[config.mk]
export PLATFORM = sky130hd
export DESIGN_NAME = if_fetch_stage
export DESIGN_NICKNAME = d
export VERILOG_FILES = /design/src/rtl/if_fetch_stage_pkg.sv /design/src/rtl/if_fetch_stage.sv
export SDC_FILE = /design/constraint.sdc
export NUM_CORES = 1
export LEC_CHECK = 0
export ABC_AREA = 1
export CAP_MARGIN = 20
export CORE_UTILIZATION = 40
export DETAILED_ROUTE_END_ITERATION = 12
export GPL_TIMING_DRIVEN = 0
export PLACE_DENSITY = 0.69
export SYNTH_ARGS = -nofsm -noshare
export SYNTH_HDL_FRONTEND = slang
export SYNTH_SLANG_ARGS = --single-unit
[constraint.sdc]
create_clock -name clk -period 2.5 [get_ports clk]
set_input_delay 0.75 -clock clk [delete_from_list [all_inputs] [get_ports clk]]
set_output_delay 0.75 -clock clk [all_outputs]
set_load 0.03 [all_outputs]
[src/rtl/if_fetch_stage_pkg.sv]
// Shared widths and stall encodings for the instruction-fetch stage.
package if_fetch_stage_pkg;

    localparam int unsigned STALL_BUS_WD = 6;
    localparam int unsigned BR_WD        = 33;
    localparam int unsigned IF_TO_ID_WD  = 33;

    // stall[0] encodings
    localparam logic STOP    = 1'b1;
    localparam logic NO_STOP = 1'b0;

    typedef struct packed {
        logic        br_e;
        logic [31:0] br_addr;
    } br_bus_t;

endpackage

[src/rtl/if_fetch_stage.sv]
// Instruction-fetch stage: owns the PC, drives the instruction SRAM, holds one pending
// redirect across stalls and flags misaligned fetch addresses.
module if_fetch_stage
    import if_fetch_stage_pkg::*;
#(
    parameter logic [31:0] RESET_VECTOR = 32'hBFC0_0000
) (
    input  logic                    clk,
    input  logic                    resetn,
    input  logic [STALL_BUS_WD-1:0] stall,
    input  logic [BR_WD-1:0]        br_bus,
    output logic [IF_TO_ID_WD-1:0]  if_to_id_bus,
    output logic                    inst_sram_en,
    output logic [3:0]              inst_sram_wen,
    output logic [31:0]             inst_sram_addr,
    output logic [31:0]             inst_sram_wdata,
    output logic                    fetch_adel,
    output logic [31:0]             fetch_count
);

    logic [31:0] pc_r;
    logic        ce_r;
    logic        pend_v;
    logic [31:0] pend_addr;
    logic [31:0] fetch_count_r;

    br_bus_t     br;
    logic [31:0] next_pc;
    logic        misaligned;
    logic        stop;

    // Only stall[0] matters here; upper bits belong to later stages.
    logic unused_stall;
    assign unused_stall = ^stall[STALL_BUS_WD-1:1];

    assign br   = br_bus_t'(br_bus);
    assign stop = (stall[0] == STOP);

    // Next-PC select: live redirect beats a pending one, which beats sequential.
    always_comb begin
        next_pc = pc_r + 32'd4;
        if (br.br_e) begin
            next_pc = br.br_addr;
        end else if (pend_v) begin
            next_pc = pend_addr;
        end
    end

    // PC, fetch-enable, pending-redirect latch and fetch counter.
    always_ff @(posedge clk or negedge resetn) begin
        if (!resetn) begin
            pc_r          <= RESET_VECTOR - 32'd4;
            ce_r          <= 1'b0;
            pend_v        <= 1'b0;
            pend_addr     <= 32'd0;
            fetch_count_r <= 32'd0;
        end else begin
            if (!stop) begin
                ce_r   <= 1'b1;
                pc_r   <= next_pc;
                pend_v <= 1'b0;
                if (inst_sram_en) begin
                    fetch_count_r <= fetch_count_r + 32'd1;
                end
            end else if (br.br_e) begin
                // Latest redirect seen during a stall wins.
                pend_v    <= 1'b1;
                pend_addr <= br.br_addr;
            end
        end
    end

    // SRAM interface and decode-facing outputs, all combinational from state.
    always_comb begin
        misaligned      = (pc_r[1:0] != 2'b00);
        inst_sram_en    = ce_r & ~misaligned;
        inst_sram_wen   = 4'b0000;
        inst_sram_addr  = pc_r;
        inst_sram_wdata = 32'd0;
        fetch_adel      = ce_r & misaligned;
        fetch_count     = fetch_count_r;
        // Bus reads all-zero while reset is held, not {0, RESET_VECTOR-4}.
        if_to_id_bus    = resetn ? {ce_r, pc_r} : '0;
    end

endmodule

# Yosys cells after proc, flatten, opt, wreduce, memory -nomap -nowiden
# Index checks and enable logic that the tools add are counted.
# classes
add_sub_neg	2
n_mul	0
n_div	0
magnitude_cmp	0
eq_ne	1
shifts	0
mux	5
n_bitwise	4
reduce_logical	3
# ops
operator	count
$mux W32	2
$mux W33	1
$add A32 B1 Y32 const B	1
$add A32 B3 Y32 const B	1
$reduce_and A2 Y1	2
$and A1 B1 Y1	2
$mux W1	2
$ne A2 B1 Y1 const B	1
$not A1 Y1	2
$reduce_bool A2 Y1	1
# totals
reg_bits	98
latch_bits	0
ram_bits	0
romBits	0
inputBits	41
out_inout_bits	135
word_cells	20
n_memories	0

# Depth between registers and ports, before layout
# depth
word_depth	4
depth_mapped	10

# Worst setup path before layout
# Ideal clock, no wire load.
# synth_path
kind	input port to output port
from	in resetn
to	out if_to_id_bus[10]
t_arrival_ns	1.468
required_ns	1.750
setup_slack_ns	0.282
path_stages	4
path_cell_list	clkbuf_1 > clkbuf_1 > nand2_1 > inv_1
# synth_via
elab_chain_cells	1
# synth_rtl
item	line_no	text
start: declaration	if_fetch_stage.sv:9	input logic resetn,
$mux W33	if_fetch_stage.sv:83	if_to_id_bus = resetn ? {ce_r, pc_r} : '0;
end: declaration	if_fetch_stage.sv:12	output logic [IF_TO_ID_WD-1:0] if_to_id_bus,
# No other way between the ends.

# Final worst setup path
# layout_path
from	reg pc_r[26], in the netlist inst_sram_addr[26]
to	out inst_sram_addr[26]
# layout_lines
item	line_no	text
start: declaration	if_fetch_stage.sv:21	logic [31:0] pc_r;
start signal: assignment	if_fetch_stage.sv:52	pc_r <= RESET_VECTOR - 32'd4;
start signal: assignment	if_fetch_stage.sv:60	pc_r <= next_pc;
end: declaration	if_fetch_stage.sv:15	output logic [31:0] inst_sram_addr,
# No word-level cell between the ends.

==> Implementation_results.wiki <==
{| class="wikitable"
! Metric !! Value
|-
| Average wire per standard cell || 14.1 um
|-
| Final hold violation count || 0
|-
| Cell count along the critical path || 1
|-
| Setup slack at placement || -1.56 ns
|-
| MaxCap Viol Count || 0
|-
| Flops & latches, synth || 98
|-
| Basic-gate share of the synthesized area counting and, or, nand and nor cells || 32.6%
|-
| F_max || 0.411 GHz
|-
| Critical path's slowest cell || sky130_fd_sc_hd__clkdlybuf4s50_1
|-
| Setup repair after global routing missed its margin || no
|-
| Status || complete, no violations
|-
| Most used cells in the layout excluding fill and tap cells || sky130_fd_sc_hd__nand2_1 (267), sky130_fd_sc_hd__clkdlybuf4s50_1 (97), sky130_fd_sc_hd__inv_1 (94), sky130_fd_sc_hd__nor2_1 (92), sky130_fd_sc_hd__dfrtp_1 (70)
|-
| Placeable core region || 15400 um2
|-
| Total inserted antenna cells || 0
|-
| Total overflow reported by the global router || 0
|-
| CTS HTree Levels || 3
|-
| Pin count of the biggest net entering global routing || 36
|-
| Reg2reg start || inst_sram_addr[3]
|-
| Row count || 45
|-
| Nets@finish || 1085
|-
| Largest fanout on the critical path || 8
|-
| Post-Synthesis Cells || 859
|-
| Most common library cell in the layout ignoring fill and taps || sky130_fd_sc_hd__nand2_1
|-
| Fraction of the mapped netlist area in compound gates || 8.03%
|-
| Data required, critical path || 1.75 ns
|-
| Proportion of synthesized area in mux cells || 4.25%
|-
| Critical path's top delay family || buffers and inverters
|-
| I/O pins || 176
|-
| P_sw || 0.00183 W
|-
| XOR/XNOR share of the synthesized area || 3.17%
|-
| Sequential area share after synthesis || 39.1%
|-
| Largest buffer count on any clock path || 2
|-
| Final worst path period share || 97.4%
|-
| Startpoint type of the worst setup path || register
|-
| GP Congestion || 0.916
|-
| Worst IR drop on VDD || 0.432 mV
|-
| Least setup slack across all paths after layout || 0.0647 ns
|-
| Initial antenna violation count || 1
|-
| Flip-flop cell with the highest count after synthesis || sky130_fd_sc_hd__dfrtp_1
|-
| Combinational family with the most area after synthesis || simple AND/OR/NAND/NOR gates
|-
| Internal reg-to-reg setup slack || 0.77 ns
|-
| Worst skew pair latency || 0.36 ns
|-
| Start point of the critical path || inst_sram_addr[26]
|-
| Clock sink count || 98
|-
| Post-Synth Adder-Cell Area || 0.394%
|-
| Crit path buf inv count || 1
|-
| Total leakage power || 4.07 nW
|-
| Post-layout minimum cycle time || 2.44 ns
|-
| Largest cells by area after synthesis || sky130_fd_sc_hd__dfrtp_1 (28%), sky130_fd_sc_hd__nand2_1 (16%), sky130_fd_sc_hd__dfstp_2 (12%)
|-
| Number of violations reported at the end of detailed-routing iteration 0 || 330
|-
| ANT nets after route || 0
|-
| Clock group share of total power || 26.5%
|-
| Max-slew violation total from the final report || 0
|-
| Min Hold Slack || 0.322 ns
|-
| Switching part of the total power || 36.9%
|-
| Rel. slew slack || 59.1%
|-
| Internal Dissipation || 0.00312 W
|-
| Count of flip-flops with a built-in enable after synthesis || 0
|-
| Width of the die || 128 um
|-
| Share of synthesized flip-flops with an asynchronous set or reset || 100%
|-
| Num CTS Buffers || 9
|-
| DRT Wirelength || 17700 um
|-
| Arrival @ worst endpoint || 1.69 ns
|-
| Combinational share of power || 31.6%
|-
| Endpoint of the most critical setup path || inst_sram_addr[26]
|-
| Area enclosed by the die boundary || 16400 um2
|-
| Count of unresolved DRC violations after routing || 0
|-
| Via/cell ratio || 4.78
|-
| Cells along the critical path || clkdlybuf4s50_1
|-
| Setup violators final || 0
|-
| First-pass GRT wire length || 28600 um
|-
| Yosys warns || 0
|-
| GRT Total Usage || 22.6%
|-
| Initial cell density of the core || 41.3%
|-
| Worst Path Class, Setup || reg2out
|-
| PortBufs || 132
|-
| Slew at the pin closest to its max-slew limit || 0.613 ns
|-
| Post-synth top area share || 27.6%
|-
| Clock tree from TritonCTS || yes
|-
| Cell count of the worst reg-to-reg path || 9
|-
| Layout cell share with drive strength beyond 1 || 19.9%
|-
| Area growth from synthesis to final layout || 31.8%
|-
| Mapped cell area || 6350 um2
|-
| CTS clk-pin slew, worst paths || 0.07 ns
|-
| Max Clock Skew || 0.0108 ns
|-
| Worst min path class || in2async
|-
| Fraction of power consumed by sequential logic || 41.9%
|-
| Via count || 6009
|-
| Mean cell area of the mapped netlist || 7.40 um2
|-
| Pre-antenna DRT Iters || 5
|-
| Via count of the first global-routing pass || 5636
|-
| HPWL Detailed || 13100 um
|-
| Ratio of total power to cell area || 591 nW/um2
|-
| R2r endpoint || inst_sram_addr[24]
|-
| Number of unique standard cell types used by synthesis || 39
|-
| Floorplan die height || 128 um
|-
| Sort of element at the end of the critical path || output port
|-
| CTS root buffer || sky130_fd_sc_hd__clkbuf_16
|-
| Cell type contributing the most total cell area after synthesis || sky130_fd_sc_hd__dfrtp_1
|-
| Largest stage delay, worst path || 0.71 ns
|}
[repair_timing]
item / in CTS / in global routing
hold buffers: 0 / 0
buffers inserted: 1 / 0
resized for setup: 165 / 7
cloned: 3 / 0
setup endpoints to repair: 33 / 6
[per-stage QoR]
stage / TNS [ns] / instances / power, W / cell area [um2] / utilization (%)
after floorplan: 0 / 894 / 0.00306 / 6490 / -
after global routing: 0 / 1258 / 0.00520 / 8380 / 54.5
after CTS: 0 / 1258 / 0.00498 / 8370 / 54.5
final: 0 / 1258 / 0.00495 / 8380 / 54.5
after detailed placement: -45.94 / 1238 / 0.00367 / 8100 / 52.7
after global placement: -414.96 / 1237 / 0.00365 / 8070 / 52.5
[flip-flops by register name, summed over array words and instances, names as in the netlist]
register        cells
inst_sram_addr     32
pend_v              1
pend_addr          32
ce_r                1
fetch_count        32
[metal layers]
layer / routed length, um / up-vias / GRT usage [%] / share of wire (%)
met4: 378 / 2 / 8.58 / 2.1
met1: 7940 / 2792 / 29.9 / 45
li1: - / 3006 / - / -
met5: 8 / - / 0 / 0.045
met3: 1110 / 28 / 3.84 / 6.3
met2: 8240 / 181 / 37.1 / 47
[power by group through the flow]
stage	Sequential, W	Combinational [W]	Clock [W]
after floorplan	0.00227	0.000790	0
after global placement	0.00209	0.00156	0
after detailed placement	0.00210	0.00158	0
after CTS	0.00207	0.00157	0.00134
after global routing	0.00211	0.00170	0.00139
final	0.00208	0.00156	0.00131
[logic make-up after synthesis]
kind of cell	Yosys count
AOI/OAI and AO/OA	81
xor gates and xnor gates	23
adders and majority gates	2
buffers and inverters	164
DFF	98
muxes	24
other	1
and+or+nand+nor	466
[layout make-up]
| class | instances | area (um2) |
|---|---|---|
| Buffer | 63 | 430 |
| Clock buffer | 10 | 229 |
| Clock inverter | 6 | 41.3 |
| Fill cell | 1498 | 6990 |
| Inverter | 101 | 380 |
| Multi-Input combinational cell | 632 | 3220 |
| Sequential cell | 98 | 2490 |
| Tap cell | 211 | 264 |
| Timing Repair Buffer | 137 | 1330 |
[synthesized netlist by cell type, drive strengths merged, types with 10 or more instances]
cell type  count
a21oi         23
a221oi        16
a22oi         10
buf           49
clkbuf        14
dfrtp         70
dfstp         28
inv          100
mux2          24
nand2        281
nand3         50
nor2         114
o21ai         25
xnor2         13
xor2          10
[worst min path at each step]
stage                    endpoint  slack [ns]  cells after the start
finish              pend_addr[17]        0.32                      1
global route        pend_addr[17]        0.32                      1
CTS                 pend_addr[17]        0.32                      1
detailed placement   pend_addr[1]        0.47                      2
global placement     pend_addr[1]        0.46                      2
floorplan            pend_addr[0]        0.44                      2
(Power assumes the default switching activity.)
